--- config.mk ---
export PLATFORM = sky130hd
export DESIGN_NAME = maindec_mc
export DESIGN_NICKNAME = d
export VERILOG_FILES = /design/src/rtl/maindec_mc_pkg.sv /design/src/rtl/maindec_mc_mem_wait_timer.sv /design/src/rtl/maindec_mc.sv
export SDC_FILE = /design/constraint.sdc
export NUM_CORES = 1
export LEC_CHECK = 0
export ABC_AREA = 1
export BUFFER_PORTS_ARGS = -buffer_cell sky130_fd_sc_hd__clkbuf_2
export CORE_MARGIN = 1
export CORE_UTILIZATION = 48
export CTS_CLUSTER_SIZE = 8
export DETAILED_ROUTE_END_ITERATION = 8
export GPL_ROUTABILITY_DRIVEN = 0
export PLACE_DENSITY = 0.79
export SYNTH_ARGS = -nofsm -noshare
export SYNTH_HDL_FRONTEND = slang
export SYNTH_HIERARCHICAL = 1
export SYNTH_SLANG_ARGS = --single-unit
--- constraint.sdc ---
create_clock -name clk -period 3.1 [get_ports clk]
set_input_delay 0.31 -clock clk [delete_from_list [all_inputs] [get_ports clk]]
set_output_delay 0.31 -clock clk [all_outputs]
set_load 0.005 [all_outputs]
--- src/rtl/maindec_mc_pkg.sv ---
// Shared types and constants for the multicycle LEGv8 main decoder.
package maindec_mc_pkg;

    localparam int unsigned OP_W    = 11;
    localparam int unsigned STATE_W = 4;

    // FSM states; encodings are visible on the debug port.
    typedef enum logic [STATE_W-1:0] {
        S_FETCH  = 4'd0,
        S_DECODE = 4'd1,
        S_MEMADR = 4'd2,
        S_MEMRD  = 4'd3,
        S_MEMWB  = 4'd4,
        S_MEMWR  = 4'd5,
        S_EXEC   = 4'd6,
        S_IMMEX  = 4'd7,
        S_ALUWB  = 4'd8,
        S_CBR    = 4'd9,
        S_UBR    = 4'd10
    } state_t;

    // Full-width opcodes.
    localparam logic [OP_W-1:0] OP_LDUR = 11'b11111000010;
    localparam logic [OP_W-1:0] OP_STUR = 11'b11111000000;
    localparam logic [OP_W-1:0] OP_ADD  = 11'b10001011000;
    localparam logic [OP_W-1:0] OP_SUB  = 11'b11001011000;
    localparam logic [OP_W-1:0] OP_AND  = 11'b10001010000;
    localparam logic [OP_W-1:0] OP_ORR  = 11'b10101010000;
    localparam logic [OP_W-1:0] OP_ADDS = 11'b10101011000;
    localparam logic [OP_W-1:0] OP_SUBS = 11'b11101011000;

    // Partial opcodes are matched as (op & mask) == pattern.
    localparam logic [OP_W-1:0] OP_IMM_MASK = 11'b11111111110;
    localparam logic [OP_W-1:0] OP_ADDI     = 11'b10010001000;
    localparam logic [OP_W-1:0] OP_SUBI     = 11'b11010001000;
    localparam logic [OP_W-1:0] OP_CB_MASK  = 11'b11111111000;
    localparam logic [OP_W-1:0] OP_CBZ      = 11'b10110100000;
    localparam logic [OP_W-1:0] OP_CBNZ     = 11'b10110101000;
    localparam logic [OP_W-1:0] OP_B_MASK   = 11'b11111100000;
    localparam logic [OP_W-1:0] OP_B        = 11'b00010100000;

    // ALU B operand select.
    localparam logic [1:0] SRCB_REG   = 2'b00;
    localparam logic [1:0] SRCB_FOUR  = 2'b01;
    localparam logic [1:0] SRCB_IMM   = 2'b10;
    localparam logic [1:0] SRCB_BROFF = 2'b11;

    // Operation class handed to aludec.
    localparam logic [1:0] ALUOP_ADD   = 2'b00;
    localparam logic [1:0] ALUOP_PASSB = 2'b01;
    localparam logic [1:0] ALUOP_FUNCT = 2'b10;

    // Raw opcode classification, before parameter enables are applied.
    typedef struct packed {
        logic ldur;
        logic stur;
        logic rtype;
        logic imm;
        logic cbz;
        logic cbnz;
        logic b;
    } op_class_t;

    function automatic logic op_match(input logic [OP_W-1:0] op,
                                      input logic [OP_W-1:0] mask,
                                      input logic [OP_W-1:0] pat);
        return (op & mask) == pat;
    endfunction

    function automatic op_class_t classify_op(input logic [OP_W-1:0] op);
        op_class_t c;
        c.ldur  = (op == OP_LDUR);
        c.stur  = (op == OP_STUR);
        c.rtype = (op == OP_ADD)  || (op == OP_SUB)  || (op == OP_AND) ||
                  (op == OP_ORR)  || (op == OP_ADDS) || (op == OP_SUBS);
        c.imm   = op_match(op, OP_IMM_MASK, OP_ADDI) || op_match(op, OP_IMM_MASK, OP_SUBI);
        c.cbz   = op_match(op, OP_CB_MASK, OP_CBZ);
        c.cbnz  = op_match(op, OP_CB_MASK, OP_CBNZ);
        c.b     = op_match(op, OP_B_MASK, OP_B);
        return c;
    endfunction

endpackage

--- src/rtl/maindec_mc_mem_wait_timer.sv ---
// Counts cycles spent waiting on mem_ready and flags a timeout.
module mem_wait_timer #(
    parameter int unsigned WAIT_MAX = 15
) (
    input  logic clk,
    input  logic reset,
    input  logic clear,
    input  logic count_en,
    output logic expired
);

    localparam int unsigned CNT_W_RAW = $clog2(WAIT_MAX + 1);
    localparam int unsigned CNT_W     = (CNT_W_RAW < 1) ? 1 : CNT_W_RAW;
    // The current waiting cycle is number count_q+1, so the limit is hit at WAIT_MAX-1.
    localparam logic [CNT_W-1:0] LAST = (WAIT_MAX == 0) ? '0 : CNT_W'(WAIT_MAX - 1);

    logic [CNT_W-1:0] count_q;
    logic [CNT_W-1:0] count_d;

    // Next count: clear wins over increment.
    always_comb begin
        count_d = count_q;
        if (clear) begin
            count_d = '0;
        end else if (count_en) begin
            count_d = count_q + CNT_W'(1);
        end
    end

    // Counter register.
    always_ff @(posedge clk) begin
        if (reset) begin
            count_q <= '0;
        end else begin
            count_q <= count_d;
        end
    end

    assign expired = (WAIT_MAX != 0) && count_en && (count_q == LAST);

endmodule

--- src/rtl/maindec_mc.sv ---
// Multicycle LEGv8 main control FSM with memory-wait timeout.
module maindec_mc
    import maindec_mc_pkg::*;
#(
    parameter bit          IMM_EN   = 1'b1,
    parameter bit          BR_EN    = 1'b1,
    parameter int unsigned WAIT_MAX = 15
) (
    input  logic        clk,
    input  logic        reset,
    input  logic [10:0] Op,
    input  logic        Zero,
    input  logic        mem_ready,
    output logic        PCWrite,
    output logic        IRWrite,
    output logic        IorD,
    output logic        PCSrc,
    output logic        Reg2Loc,
    output logic        ALUSrcA,
    output logic        MemtoReg,
    output logic        RegWrite,
    output logic        MemRead,
    output logic        MemWrite,
    output logic [1:0]  ALUSrcB,
    output logic [1:0]  ALUOp,
    output logic        instr_done,
    output logic        illegal,
    output logic        mem_err,
    output logic [3:0]  state
);

    state_t    state_q;
    state_t    state_d;
    logic      is_cbnz_q;
    logic      is_cbnz_d;

    op_class_t cls;
    logic      dec_mem;
    logic      dec_alu;
    logic      dec_imm;
    logic      dec_cb;
    logic      dec_b;
    logic      dec_legal;

    logic      wait_en;
    logic      wait_clear;
    logic      timeout;

    logic      pc_write_c;
    logic      ir_write_c;
    logic      iord_c;
    logic      pc_src_c;
    logic      reg2loc_c;
    logic      alu_src_a_c;
    logic      memtoreg_c;
    logic      reg_write_c;
    logic      mem_read_c;
    logic      mem_write_c;
    logic [1:0] alu_src_b_c;
    logic [1:0] alu_op_c;
    logic      instr_done_c;
    logic      illegal_c;
    logic      mem_err_c;

    // Opcode decode with optional instruction groups masked by parameters.
    always_comb begin
        cls       = classify_op(Op);
        dec_mem   = cls.ldur | cls.stur;
        dec_alu   = cls.rtype;
        dec_imm   = IMM_EN & cls.imm;
        dec_cb    = cls.cbz | (BR_EN & cls.cbnz);
        dec_b     = BR_EN & cls.b;
        dec_legal = dec_mem | dec_alu | dec_imm | dec_cb | dec_b;
    end

    // Memory wait tracking: only states that block on mem_ready count.
    assign wait_en = ((state_q == S_FETCH) || (state_q == S_MEMRD) || (state_q == S_MEMWR))
                     && !mem_ready;
    assign wait_clear = (state_d != state_q) || timeout;

    mem_wait_timer #(
        .WAIT_MAX (WAIT_MAX)
    ) u_wait (
        .clk      (clk),
        .reset    (reset),
        .clear    (wait_clear),
        .count_en (wait_en),
        .expired  (timeout)
    );

    // Next-state logic.
    always_comb begin
        state_d   = state_q;
        is_cbnz_d = is_cbnz_q;
        case (state_q)
            S_FETCH: begin
                if (mem_ready) begin
                    state_d = S_DECODE;
                end
            end
            S_DECODE: begin
                is_cbnz_d = BR_EN & cls.cbnz;
                if (dec_mem) begin
                    state_d = S_MEMADR;
                end else if (dec_alu) begin
                    state_d = S_EXEC;
                end else if (dec_imm) begin
                    state_d = S_IMMEX;
                end else if (dec_cb) begin
                    state_d = S_CBR;
                end else if (dec_b) begin
                    state_d = S_UBR;
                end else begin
                    state_d = S_FETCH;
                end
            end
            S_MEMADR: state_d = cls.stur ? S_MEMWR : S_MEMRD;
            S_MEMRD: begin
                if (mem_ready) begin
                    state_d = S_MEMWB;
                end else if (timeout) begin
                    state_d = S_FETCH;
                end
            end
            S_MEMWR: begin
                if (mem_ready || timeout) begin
                    state_d = S_FETCH;
                end
            end
            S_MEMWB:  state_d = S_FETCH;
            S_EXEC:   state_d = S_ALUWB;
            S_IMMEX:  state_d = S_ALUWB;
            S_ALUWB:  state_d = S_FETCH;
            S_CBR:    state_d = S_FETCH;
            S_UBR:    state_d = S_FETCH;
            default:  state_d = S_FETCH;
        endcase
    end

    // State and branch-sense registers.
    always_ff @(posedge clk) begin
        if (reset) begin
            state_q   <= S_FETCH;
            is_cbnz_q <= 1'b0;
        end else begin
            state_q   <= state_d;
            is_cbnz_q <= is_cbnz_d;
        end
    end

    // Per-state control outputs.
    always_comb begin
        pc_write_c   = 1'b0;
        ir_write_c   = 1'b0;
        iord_c       = 1'b0;
        pc_src_c     = 1'b0;
        reg2loc_c    = 1'b0;
        alu_src_a_c  = 1'b0;
        memtoreg_c   = 1'b0;
        reg_write_c  = 1'b0;
        mem_read_c   = 1'b0;
        mem_write_c  = 1'b0;
        alu_src_b_c  = SRCB_REG;
        alu_op_c     = ALUOP_ADD;
        instr_done_c = 1'b0;
        illegal_c    = 1'b0;
        mem_err_c    = 1'b0;
        case (state_q)
            S_FETCH: begin
                mem_read_c  = 1'b1;
                alu_src_b_c = SRCB_FOUR;
                alu_op_c    = ALUOP_ADD;
                ir_write_c  = mem_ready;
                pc_write_c  = mem_ready;
                mem_err_c   = timeout;
            end
            S_DECODE: begin
                alu_src_b_c  = SRCB_BROFF;
                alu_op_c     = ALUOP_ADD;
                // Second read port must see Rt for stores and compare-branches.
                reg2loc_c    = cls.stur | cls.cbz | cls.cbnz;
                illegal_c    = ~dec_legal;
                instr_done_c = ~dec_legal;
            end
            S_MEMADR: begin
                alu_src_a_c = 1'b1;
                alu_src_b_c = SRCB_IMM;
                alu_op_c    = ALUOP_ADD;
            end
            S_MEMRD: begin
                iord_c     = 1'b1;
                mem_read_c = 1'b1;
                mem_err_c  = timeout;
            end
            S_MEMWB: begin
                reg_write_c  = 1'b1;
                memtoreg_c   = 1'b1;
                instr_done_c = 1'b1;
            end
            S_MEMWR: begin
                iord_c       = 1'b1;
                mem_write_c  = 1'b1;
                reg2loc_c    = 1'b1;
                instr_done_c = mem_ready;
                mem_err_c    = timeout;
            end
            S_EXEC: begin
                alu_src_a_c = 1'b1;
                alu_src_b_c = SRCB_REG;
                alu_op_c    = ALUOP_FUNCT;
            end
            S_IMMEX: begin
                alu_src_a_c = 1'b1;
                alu_src_b_c = SRCB_IMM;
                alu_op_c    = ALUOP_FUNCT;
            end
            S_ALUWB: begin
                reg_write_c  = 1'b1;
                instr_done_c = 1'b1;
            end
            S_CBR: begin
                alu_src_a_c  = 1'b1;
                reg2loc_c    = 1'b1;
                alu_op_c     = ALUOP_PASSB;
                pc_src_c     = 1'b1;
                pc_write_c   = Zero ^ is_cbnz_q;
                instr_done_c = 1'b1;
            end
            S_UBR: begin
                pc_src_c     = 1'b1;
                pc_write_c   = 1'b1;
                instr_done_c = 1'b1;
            end
            default: begin
            end
        endcase
    end

    // Force every output low while reset is asserted.
    assign PCWrite    = ~reset & pc_write_c;
    assign IRWrite    = ~reset & ir_write_c;
    assign IorD       = ~reset & iord_c;
    assign PCSrc      = ~reset & pc_src_c;
    assign Reg2Loc    = ~reset & reg2loc_c;
    assign ALUSrcA    = ~reset & alu_src_a_c;
    assign MemtoReg   = ~reset & memtoreg_c;
    assign RegWrite   = ~reset & reg_write_c;
    assign MemRead    = ~reset & mem_read_c;
    assign MemWrite   = ~reset & mem_write_c;
    assign ALUSrcB    = reset ? 2'b00 : alu_src_b_c;
    assign ALUOp      = reset ? 2'b00 : alu_op_c;
    assign instr_done = ~reset & instr_done_c;
    assign illegal    = ~reset & illegal_c;
    assign mem_err    = ~reset & mem_err_c;
    assign state      = reset ? 4'd0 : 4'(state_q);

endmodule

==> reports/results.env <==
CLOCK-SKEW-FINAL_NS=0.00225
AVGSYNTHCELLAREA_UM2=5.55
CRITPATHMAXFANOUT=8
SYNTH.DISTINCT_CELLS=27
POST_CTS_HOLD_BUFFER_COUNT=0
SYNTH_CELLS=168
SWITCHING_PART_OF_THE_TOTAL_PCT=30.8
CTSRESIZECOUNT=0
VIA_COUNT_OF_THE_FIRST_GLOBAL_ROUTING_PASS=1012
YOSYS_MOST_USED_DFF='sky130_fd_sc_hd__dfxtp_1'
STARTPOINT_OF_THE_WORST_REGISTER_TO_REGISTER_PATH='state_q[2]'
PLACE.PORT_BUFFERS=35
CLOCK_SINKS=9
OVERALL_OVERFLOW_REMAINING_AFTER_GLOBAL_ROUTE=0
POSTSYNTH.ASYNCRESETSHARE_PCT=0
HOLDWS_NS=0.367
GRT_START_MAX_NET_PINS=28
P_SEQ_SHARE_PCT=43.6
SYNTH.AREA.TOP_CELLS='sky130_fd_sc_hd__dfxtp_1, sky130_fd_sc_hd__nand2_1, sky130_fd_sc_hd__nor2_1'
PLACE_AREA_UM2=1130
TOTAL_SWITCHING_POWER_uW=86.2
DRC=0
SETUP_FIX_BUFS_POST_CTS=0
POST_SYNTH_EDFFS=0
SYNTHESIS.YOSYS.WARNINGS=6
MET2ROUTEDLENGTH_MM=1.22
OUTCOME='completed'
TIMING.HOLD.WORST.CLASS='input pin to flop'
LOGIC_GATE_SHARE_OF_TOTAL_POWER_PCT=23.8
DR.MAX_LAYER_USED='met4'
POSTROUTEWIRELENGTH_MM=2.56
NETLIST.TOP_CELL.BY_AREA='sky130_fd_sc_hd__dfxtp_1'
INITIAL_CORE_UTIL_PCT=52.8
TIMING.SLEW.HEADROOM_PCT=68.2
CTS_BUFFERS=3
SETUP_REPAIR_AFTER_GLOBAL_ROUTING_MISSED_ITS_MARGIN='no'
CLOCKBUFFERDEPTH=2
WL_PER_CELL_UM=11.1
MAX-VDD-IR-DROP_mV=0.160
DIE_AREA_UM2=2120
CRITPATHCAPTURETYPE='flop'
TOTALPOWERFINAL_uW=280
CLOCK_TREE_FROM_TRITONCTS='yes'
OVERALL_TRACK_DEMAND_OVER_CAPACITY_IN_GLOBAL_ROUTING_PCT=27.2
FP.DIEW_UM=46.1
DRV_CAP=0
SYNTHESIS.NETS=185
TIGHTEST_SLEW_NS=0.477
DIE_H_UM=46.1
SYNTH-SEQ-AREA-SHARE_PCT=19.3
INITIALDRTVIOLATIONCOUNT=32
WORST_EP_REQUIRED_TIME_NS=3.29
ANTENNA_LEFT=0
CLKTRANSATPATHREGS_NS=0.06
NUMBER_OF_REGISTER_BITS_INFERRED_BY_SYNTHESIS=9
TOTAL_CORE_AREA_UM2=1760
POST-DP-HPWL_MM=2.11
FINALINSTANCEAREA_UM2=1160
FINAL_COUNT_OF_NEGATIVE_SETUP_SLACK_ENDPOINTS=0
VIAS_PER_CELL=5.20
DRIVE_GT1_SHARE_PCT=23.9
ROOT_BUFFER='sky130_fd_sc_hd__clkbuf_4'
LAYOUT_MIN_CYCLE_TIME_NS=2.67
POWER_REPORT.INTERNAL_TOTAL_uW=193
PRE_REPAIR_DR_ITERATION_COUNT=4
LAYOUT_WORST_PATH_CYCLE_SHARE_PCT=86.2
CRITPATHARRIVALTIME_NS=2.87
FINAL_CELL_MIX='sky130_fd_sc_hd__nand2_1, sky130_fd_sc_hd__clkbuf_2, sky130_fd_sc_hd__nor2_1'
START_KIND='flop'
HOLD_STARTPOINT='Op[3]'
FLOORPLAN.ROWS=15
POWER_LEAKAGE_nW=0.640
TIMING.SETUP.CRITICAL_PATH_CLASS='flop to flop'
MET3_WIRELENGTH_UM=150
CORE_OCCUPANCY_IN_THE_FINISHED_LAYOUT_PCT=65.8
WIRE_LENGTH_OF_THE_FIRST_GLOBAL_ROUTING_PASS_MM=4.16
INITIAL_ANTENNA_VIOLATION_COUNT=0
TIMING_MAX_TRANSITION_VIOLATIONS_FINAL=0
H-TREE-DEPTH=1
TIMING.FINAL.HOLD_VIOLATIONS=0
LAYOUT_COMMONEST_CELL='sky130_fd_sc_hd__nand2_1'
MET1WIRELENGTH_MM=1.18
ACHIEVABLE-FREQUENCY_MHz=374
SYNTHTOLAYOUTAREAGROWTH_PCT=24.6
ANTENNA_CELLS=0
VIAS=1197
SHARE_OF_THE_SYNTHESIZED_AREA_IN_THE_TOP_CELL_TYPE_PCT=19.3
SETUP-TNS-FINAL_NS=0
N_FILL_CELL=190
MAPPED_AREA_UM2=932
LAYOUT.NETS=223
CRITICAL_PATH.STARTPOINT='state_q[2]'
NUM_PORTS=36
CLOCK_INSERTION_DELAY_WORST_SKEW_NS=0.26
POWERDENSITY_nW_PER_UM2=241
POWER.CLOCK.FRACTION_PCT=32.6
-- power by group through the flow --
stage	Clock (mW)	Combinational, mW	Sequential, mW
final	0.0911	0.0667	0.122
after global routing	0.102	0.0761	0.122
after floorplan	0	0.0408	0.124
after CTS	0.0943	0.0668	0.122
after detailed placement	0	0.0665	0.124
after global placement	0	0.0637	0.124
-- per-stage QoR --
step	setup WS, ns	instances
4_1_cts	0.446	230
2_1_floorplan	0.732	168
3_3_place_gp	0.587	226
3_5_place_dp	0.471	226
5_1_grt	0.0841	230
6_report	0.427	230
-- cells in the mapped netlist (2+ instances only) --
cell / number
sky130_fd_sc_hd__a31oi_1: 3
sky130_fd_sc_hd__nand4_1: 4
sky130_fd_sc_hd__o21ai_0: 5
sky130_fd_sc_hd__dfxtp_1: 9
sky130_fd_sc_hd__nand2_2: 2
sky130_fd_sc_hd__o21bai_1: 2
sky130_fd_sc_hd__nor3_1: 5
sky130_fd_sc_hd__inv_1: 22
sky130_fd_sc_hd__nand3_1: 13
sky130_fd_sc_hd__nor2_4: 3
sky130_fd_sc_hd__a21oi_1: 12
sky130_fd_sc_hd__ha_1: 2
sky130_fd_sc_hd__inv_2: 2
sky130_fd_sc_hd__nor2_1: 32
sky130_fd_sc_hd__clkbuf_1: 3
sky130_fd_sc_hd__nand2_1: 38
-- state kept, by name, summed over array words and instances, names as in the netlist --
signal and count:
state_q 4, is_cbnz_q 1, u_wait/count_q 4
-- cell families (layout without fill, tap and decap cells) --
group	Yosys count	count (layout)	share of synthesized area, %
AND/OR/NAND/NOR	101	101	48.7
adder cells (fa/ha/maj)	2	2	2.68
XOR/XNOR	1	1	0.940
flip-flops	9	9	19.3
buffers and inverters	27	64	10.9
AO/OA/AOI/OAI	28	28	17.5
-- per-layer routing --
metal / global-route usage (%) / up-vias
li1: - / 622
met1: 34.7 / 524
met2: 45.9 / 48
met3: 3.53 / 3
met4: 10.6 / 0
met5: 0 / -
-- critical path: stages (launching register included) --
cell                      delay, ns
sky130_fd_sc_hd__dfxtp_1       0.42
sky130_fd_sc_hd__inv_1         0.15
sky130_fd_sc_hd__nor2_4        0.16
sky130_fd_sc_hd__nand2_1       0.12
sky130_fd_sc_hd__nand2_1       0.13
sky130_fd_sc_hd__a21oi_1       0.07
sky130_fd_sc_hd__nor2_1        0.12
sky130_fd_sc_hd__buf_4         0.16
sky130_fd_sc_hd__nand2_1       0.06
sky130_fd_sc_hd__nor2_1        0.21
sky130_fd_sc_hd__nor3_2        0.10
sky130_fd_sc_hd__nand3_1       0.07
sky130_fd_sc_hd__nand2_1       0.05
sky130_fd_sc_hd__inv_1         0.09
sky130_fd_sc_hd__nand3_1       0.09
sky130_fd_sc_hd__nand2_1       0.06
sky130_fd_sc_hd__nand4_1       0.09
sky130_fd_sc_hd__nor2_1        0.20
sky130_fd_sc_hd__o21ai_0       0.13
sky130_fd_sc_hd__a21oi_1       0.12
-- layout make-up --
class                      instances  area (µm²)  area share [%]
multi-input combinational        132         651            56.0
clock buffer                       4        26.3            2.26
sequential                         9         180            15.5
timing repair buffer              36         183            15.7
inverter                          24        90.1            7.76
tap                               25        31.3            2.69
-- path summary, 6_finish.rpt --
kind | endpoint | slack, ns | cells after the start
worst max-delay path | u_wait/count_q[1] | 0.43 | 19
worst min-delay path | is_cbnz_q | 0.37 | 3
worst max register to register | u_wait/count_q[1] | 0.43 | 19
worst min register to register | is_cbnz_q | 0.50 | 2
No activity file was read; power rests on OpenSTA's default activity.
